===== config.mk =====
export PLATFORM = sky130hd
export DESIGN_NAME = sample_dma
export DESIGN_NICKNAME = d
export VERILOG_FILES = /design/src/rtl/sample_dma.sv
export SDC_FILE = /design/constraint.sdc
export NUM_CORES = 1
export LEC_CHECK = 0
export BUFFER_PORTS_ARGS = -buffer_cell sky130_fd_sc_hd__buf_2
export CAP_MARGIN = 20
export CORE_MARGIN = 5
export CORE_UTILIZATION = 43
export DETAILED_ROUTE_END_ITERATION = 8
export GPL_ROUTABILITY_DRIVEN = 1
export PLACE_DENSITY = 0.78
export SETUP_SLACK_MARGIN = 0.5
export SYNTH_ARGS = -nofsm -noshare
export SYNTH_HDL_FRONTEND = slang
export SYNTH_SLANG_ARGS = --single-unit

===== constraint.sdc =====
create_clock -name clk -period 3.65 [get_ports clk]
set_clock_uncertainty 0.1 [all_clocks]
set_input_delay 0.365 -clock clk [delete_from_list [all_inputs] [get_ports clk]]
set_output_delay 0.365 -clock clk [all_outputs]
set_load 0.05 [all_outputs]

===== src/rtl/sample_dma.sv =====
// sample_dma: moves 16-bit samples from the sample FIFO into an SDRAM ring buffer.
// Define SAMPLE_DMA_WATERMARK_EN to build the registered fill-level watermark flag.
module sample_dma #(
  parameter int AW = 24
) (
  input  logic          clk,
  input  logic          rst,
  input  logic          en,
  input  logic [AW-1:0] base,
  input  logic [4:0]    size_log2,
  input  logic [AW-1:0] rd_off,
  input  logic [AW-1:0] wm_level,
  input  logic          fifo_empty,
  output logic          fifo_rd,
  input  logic [15:0]   fifo_data,
  output logic          avalid,
  input  logic          aready,
  output logic          awe,
  output logic [AW-1:0] aaddr,
  output logic [15:0]   adata,
  output logic [AW-1:0] wr_off,
  output logic          busy,
  output logic          full,
  output logic          wm_hit
);

  typedef enum logic [1:0] {
    ST_IDLE  = 2'd0,
    ST_FETCH = 2'd1,
    ST_LATCH = 2'd2,
    ST_WRITE = 2'd3
  } state_t;

  localparam logic [AW-1:0] ONE = {{(AW-1){1'b0}}, 1'b1};

  state_t        state_r;
  logic          fifo_rd_r;
  logic          avalid_r;
  logic          en_q_r;
  logic [AW-1:0] aaddr_r;
  logic [AW-1:0] wr_off_r;
  logic [15:0]   adata_r;
  logic [AW-1:0] mask_s;
  logic [AW-1:0] wr_next_s;
  logic          full_s;

  // Ring mask of size_log2 low ones; a shift of AW or more leaves all ones.
  assign mask_s    = ~({AW{1'b1}} << size_log2);
  assign wr_next_s = (wr_off_r + ONE) & mask_s;
  assign full_s    = (wr_next_s == (rd_off & mask_s));

  // Transfer sequencer: one FIFO word per pass through FETCH/LATCH/WRITE.
  always_ff @(posedge clk) begin
    if (rst) begin
      state_r   <= ST_IDLE;
      fifo_rd_r <= 1'b0;
      avalid_r  <= 1'b0;
      en_q_r    <= 1'b0;
      aaddr_r   <= {AW{1'b0}};
      adata_r   <= 16'h0000;
      wr_off_r  <= {AW{1'b0}};
    end else begin
      en_q_r <= en;
      case (state_r)
        ST_IDLE: begin
          // A fresh enable restarts the ring; the fetch waits one cycle so
          // the full check sees the cleared producer offset.
          if (en && !en_q_r) begin
            wr_off_r <= {AW{1'b0}};
          end else if (en && !fifo_empty && !full_s) begin
            fifo_rd_r <= 1'b1;
            state_r   <= ST_FETCH;
          end
        end
        ST_FETCH: begin
          fifo_rd_r <= 1'b0;
          state_r   <= ST_LATCH;
        end
        ST_LATCH: begin
          adata_r  <= fifo_data;
          aaddr_r  <= base | wr_off_r;
          avalid_r <= 1'b1;
          state_r  <= ST_WRITE;
        end
        ST_WRITE: begin
          if (aready) begin
            avalid_r <= 1'b0;
            wr_off_r <= wr_next_s;
            state_r  <= ST_IDLE;
          end
        end
        default: begin
          state_r   <= ST_IDLE;
          fifo_rd_r <= 1'b0;
          avalid_r  <= 1'b0;
        end
      endcase
    end
  end

  assign fifo_rd = fifo_rd_r;
  assign avalid  = avalid_r;
  assign awe     = 1'b1;
  assign aaddr   = aaddr_r;
  assign adata   = adata_r;
  assign wr_off  = wr_off_r;
  assign busy    = (state_r != ST_IDLE);
  assign full    = full_s;

`ifdef SAMPLE_DMA_WATERMARK_EN
  logic [AW-1:0] fill_s;
  logic          wm_hit_r;

  assign fill_s = (wr_off_r - rd_off) & mask_s;

  // Watermark flag, refreshed every cycle from the current fill level.
  always_ff @(posedge clk) begin
    if (rst) begin
      wm_hit_r <= 1'b0;
    end else begin
      wm_hit_r <= (fill_s >= wm_level);
    end
  end

  assign wm_hit = wm_hit_r;
`else
  logic unused_wm_level_s;

  assign unused_wm_level_s = ^wm_level;
  assign wm_hit            = 1'b0;
`endif

endmodule


==> results of run 1 <==
cell type report:
class	count	area, µm²
multi-input cells	388	2500
repair buffers	175	971
clock inverters	5	82.6
fillers	811	3840
flip-flops and latches	69	1420
inverters	5	18.8
well taps	111	139
clock buffers	11	141
per-stage QoR:
step / cells / total power [µW] / hold WS [ps] / utilization / worst slack (ps)
6_report: 764 / 2330 / 150 / 0.578 / 472
4_1_cts: 751 / 2340 / 137 / 0.565 / 514
3_5_place_dp: 728 / 1630 / 376 / 0.521 / 352
5_1_grt: 764 / 2440 / 155 / 0.578 / 359
3_3_place_gp: 728 / 1610 / 369 / 0.521 / 420
2_1_floorplan: 499 / 1430 / 382 / - / 522
logic make-up (layout without fill, tap and decap cells):
| logic type | after synthesis | in the layout | share of synthesized area |
|---|---|---|---|
| compound gates | 106 | 106 | 0.169 |
| simple gates | 211 | 211 | 0.271 |
| flops | 69 | 69 | 0.350 |
| fa+ha+maj | 5 | 5 | 0.0158 |
| buf+inv | 42 | 196 | 0.0453 |
| xor+xnor | 47 | 47 | 0.104 |
| other cells | 2 | 2 | 0.00190 |
| mux | 17 | 17 | 0.0431 |
synth_stat cells, types with 4 or more instances:
cell,n,area share
buf_1,4,0.0038
a211oi_1,25,0.048
nor3_1,7,0.0089
a21oi_1,27,0.034
o22ai_1,4,0.0063
and4_1,4,0.0089
nand2_1,28,0.027
and3_1,8,0.013
nor2_1,103,0.098
ha_1,5,0.016
dfxtp_1,69,0.35
clkbuf_1,20,0.019
or4_1,5,0.0095
nand3_1,13,0.016
inv_1,5,0.0048
buf_2,11,0.014
nor3b_1,4,0.0076
xor2_1,13,0.029
xnor2_1,34,0.075
nand4_1,5,0.0079
o21ai_0,28,0.035
mux2i_1,17,0.043
what timing repair did:
item | CTS | global route
endpoints found under the setup margin | 4 | 1
setup buffers | 7 | 13
gates resized for setup | 35 | 7
pin swaps | 5 | 7
power breakdown:
group	internal, µW	switching [µW]
combinational	224	532
sequential	820	40.1
clock	407	308
total	1450	881
path summary, 6_finish.rpt:
check / startpoint / end / slack, ps / depth (start not counted)
min: fifo_data[1] / adata[1]$_SDFFE_PP0P_ / 150 / 3
max: wr_off[5]$_SDFFE_PP0P_ / full / 470 / 8
max reg2reg: wr_off[5]$_SDFFE_PP0P_ / state_r[0]$_SDFFE_PP0P_ / 750 / 10
min reg2reg: aaddr[9]$_SDFFE_PP0P_ / aaddr[9]$_SDFFE_PP0P_ / 390 / 2
routing by layer:
layer | part of all wire | vias to the layer above | GRT usage
li1 | - | 2048 | -
met1 | 0.39 | 1990 | 0.256
met2 | 0.48 | 253 | 0.388
met3 | 0.10 | 52 | 0.0625
met4 | 0.037 | 0 | 0.0860
met5 | 0 | - | 0
worst reg2reg max path: stages, from the launching register on:
cell and delay [ps]:
dfxtp_2 450, and3_1 280, nand4_1 260, xnor2_1 270, o2bb2ai_1 80, a2111o_1 320, nor4_4 330, buf_4 160
a31oi_1 130, o22a_1 260, o21a_1 180
state kept, by name (all words and copies together) (netlist names):
register / cells
fifo_rd: 1
wr_off: 24
avalid: 1
state_r: 2
aaddr: 24
en_q_r: 1
adata: 16
==> metrics.txt, run 1 <==
grt total ovfl=0; final net count=751; total wire length=13100 µm; final RePlAce weighted congestion=0.885; Ant. Diodes=0; Slew headroom=0.384; Synth cell types=57; # IOs=168; crit-path max FO=9; Synth async-reset ratio=0; Post-Syn Nets=roughly 600; Mapped Area=about 0.0040 mm²; routed vias=roughly 4300; Worst Hold Class=in2reg; register area share after synthesis=0.350; Die W=106 µm; Top FF cell, synth=dfxtp_1; initial core utilization=0.434; final setup violation count=0; most common cell after layout, fill and taps aside=buf_2; HPWL Detailed=about 8900 µm; largest net degree at the start of global routing=between 50 and 60; htree depth=3; clock root buffer=clkbuf_8; total CTS buffers=9; Leakage Power=roughly 0.0022 µW; clk slew on worst S/H paths=~80 ps; Top delay family on crit path=simple AND/OR/NAND/NOR gates; status=finished, final reports clean; final slew viol count=0; final hold vios=0; Remaining DRCs=0; worst-margin pin slew=just over 900 ps; RSZ-0062 raised after global routing=yes; crit path buf inv count=1; CP arrival=2710 ps; Rows=35; mean post-synth cell area=about 7.9 µm²; chip height=106 µm; worst-path cell chain=and3_1 > nand4_1 > xnor2_1 > o2bb2ai_1 > a2111o_1 > nor4_4 > and3_4 > buf_8; Crit Path Category=reg2out; worst-case clock buffer depth=2; Die ar.=0.0112 mm²; VDD IR-drop max=0.353 mV; YS warnings=0; I/O Buffers=141; number of DRC markers in iteration 0=371; critical path launch point type=flop; initial antenna violation count=0; layout cells sized above 1=0.351; Post-Syn Instances=499; Critical Path Max Stage Delay=450 ps; total negative slack=0 ps; slowest CP cell=dfxtp_2; Post-DRT Antenna Nets=0; Tmin final=3180 ps; DRT Pass-1 Iters=5; WL/cell=17.1 µm; Post-synth EDFFs=0; DP Area=0.00475 mm²; Finished Cell Area=0.00527 mm²; number of global-route vias before repair=4288; vias per cell=around 5.7; gr usage total=0.222; CORE AREA=0.00911 mm²; Tcrit/Tclk final=0.871; Synth Register Bits=69; Worst setup EP type=output port; WP data required=approximately 3200 ps; first-pass GRT wire length=20400 µm; clock tree sinks=69; Fmax=approximately 0.31 GHz; # hold bufs at CTS=0; clock latency on the worst-skew pair=340 ps; total of max-cap violations=0; Pwr Density=443 mW/mm²; commonest non-fill, non-tap cells in the layout=buf_2 (140), nor2_1 (99), dfxtp_1 (56); TritonCTS clock tree=yes; P&R area growth vs syn=33.4%
Power figures use the tool's default switching activity.
==> run 2, diff against run 1 <==
--- a/config.mk
+++ b/config.mk
@@ -7,11 +7,13 @@
 export LEC_CHECK = 0
 export BUFFER_PORTS_ARGS = -buffer_cell sky130_fd_sc_hd__buf_2
 export CAP_MARGIN = 20
+export CELL_PAD_IN_SITES_DETAIL_PLACEMENT = 0
+export CELL_PAD_IN_SITES_GLOBAL_PLACEMENT = 2
 export CORE_MARGIN = 5
-export CORE_UTILIZATION = 43
+export CORE_UTILIZATION = 26
 export DETAILED_ROUTE_END_ITERATION = 8
 export GPL_ROUTABILITY_DRIVEN = 1
-export PLACE_DENSITY = 0.78
+export PLACE_DENSITY = 0.85
 export SETUP_SLACK_MARGIN = 0.5
 export SYNTH_ARGS = -nofsm -noshare
 export SYNTH_HDL_FRONTEND = slang
==> run 2 against run 1 <==
- via count is 2.6% lower
- total power rose by 7.9%
- combinational power grew 0.8%
- sequential share of layout area fell by 1.4 points
- fmax grew 1.8%
- worst setup slack improved by 55 ps
- sequential cell count stayed put
- global-route usage decreased by 7.0 points
- clock power up 25%
- highest routed layer unchanged
- wire length increased by 7.3%
- register-to-register slack lost 130 ps
- die area is 58% higher
==> metrics.txt, run 2 (synthesis results as in run 1) <==
most common cell after layout, fill and taps aside=buf_2; slowest CP cell=a2111o_1; # IOs=168; Setup WS post-layout=around 530 ps; first-pass GRT wire length=about 22000 µm; clock latency on the worst-skew pair=340 ps; TritonCTS clock tree=yes; number of global-route vias before repair=4050; clock root buffer=clkbuf_16; I/O Buffers=141; worst-margin pin slew=approximately 890 ps; Slew headroom=0.404; Worst setup EP type=output port; clk slew on worst S/H paths=60 ps; CORE AREA=roughly 0.015 mm²; final instance count without filler cells=849; Worst path most repeated cell=nor4_4; WP data required=3180 ps; RSZ-0062 raised after global routing=yes; DRT Pass-1 Iters=4; initial core utilization=0.263; worst-case clock buffer depth=2; WL/cell=around 17 µm; crit path buf inv count=2; commonest non-fill, non-tap cells in the layout=buf_2 (140), nor2_1 (99), dfxtp_1 (58); largest net degree at the start of global routing=44; Die W=133 µm; CP arrival=2660 ps; total wire length=14100 µm; Placed Instances=811; P&R area growth vs syn=40.5%; Post-DRT Antenna Nets=0; VDD IR-drop max=0.270 mV; Top delay family on crit path=simple AND/OR/NAND/NOR gates; grt total ovfl=0; Tmin final=about 3100 ps; worst-path cell chain=nand4_1 > buf_4 > nor4_4 > xnor2_1 > nor2_1 > a2111o_1 > nor4_4 > and3_4 > buf_8; critical path launch point type=flop; total negative slack=0 ps; initial antenna violation count=0; final hold vios=0; Ant. Diodes=0; crit-path max FO=6; gr usage total=0.152; layout cells sized above 1=0.366; Worst Hold Class=in2reg; final setup violation count=0; worst hold slack=approximately 160 ps; htree depth=3; total CTS buffers=9; final slew viol count=0; # hold bufs at CTS=0; vias per cell=approximately 5; HPWL Detailed=10300 µm; routed vias=4230; total of max-cap violations=0; Pwr Density=between 400 and 500 mW/mm²; Multi-input gate area=0.00254 mm²; Critical Path Max Stage Delay=430 ps; final net count=760; chip height=approximately 130 µm; status=finished, final reports clean; Crit Path Category=reg2out; Tcrit/Tclk final=0.856; clock tree sinks=69; number of fillers in the final layout=1586; Remaining DRCs=0; Rows=45; Register Area=about 0.0014 mm²; Leakage Power=0.00235 µW; number of DRC markers in iteration 0=215; Fmax=0.320 GHz; Die ar.=0.0178 mm²; worst slack, placed=approximately 320 ps; final RePlAce weighted congestion=0.846
-- run 2: timing repair --
item | in CTS | in global routing
setup endpoints to repair | 4 | 3
setup buffers | 6 | 17
pin swaps | 6 | 12
resized for setup | 33 | 17
endpoints found under the hold margin | 0 | 0
-- run 2: worst paths after layout --
check | startpoint | endpoint | slack (ps) | cells after the start
worst min-delay path | fifo_data[15] | adata[15]$_SDFFE_PP0P_ | 160 | 3
worst min register to register | aaddr[18]$_SDFFE_PP0P_ | aaddr[18]$_SDFFE_PP0P_ | 380 | 2
worst max register to register | wr_off[8]$_SDFFE_PP0P_ | state_r[0]$_SDFFE_PP0P_ | 620 | 13
worst max-delay path | wr_off[8]$_SDFFE_PP0P_ | full | 530 | 9
-- run 2: tightest hold or removal path, delay by kind of cell --
kind,cells,cell delay (ps)
mux,1,50
buf+inv,1,70
simple gates,1,70
-- run 2: stage by stage --
stage               power, µW  utilization  instance area [µm²]
floorplan                1430            -                 3950
global placement         1630        0.325                 4890
detailed placement       1640        0.325                 4890
CTS                      2540        0.356                 5360
global route             2640        0.369                 5550
finish                   2520        0.369                 5550
-- run 2: final cells by class --
| class | instances | area share |
|---|---|---|
| Timing Repair Buffer | 184 | 0.188 |
| Multi-Input combinational cell | 388 | 0.457 |
| Clock inverter | 4 | 0.00856 |
| Clock buffer | 11 | 0.0455 |
| Tap cell | 188 | 0.0424 |
| Inverter | 5 | 0.00338 |
| Sequential cell | 69 | 0.255 |
-- run 2: per-layer routing --
| metal | up-vias | global-route usage | part of all wire |
|---|---|---|---|
| met3 | 12 | 0.0457 | 0.072 |
| met4 | 0 | 0.0451 | 0.012 |
| met5 | - | 0 | 0 |
| met1 | 2001 | 0.186 | 0.43 |
| met2 | 142 | 0.259 | 0.49 |
| li1 | 2075 | - | - |
-- run 2: power breakdown --
| part | total, µW | switching (µW) | internal (µW) |
|---|---|---|---|
| sequential | 861 | 39.0 | 821 |
| clock | 894 | 334 | 560 |
| combinational | 762 | 535 | 227 |
| total | 2520 | 908 | 1610 |
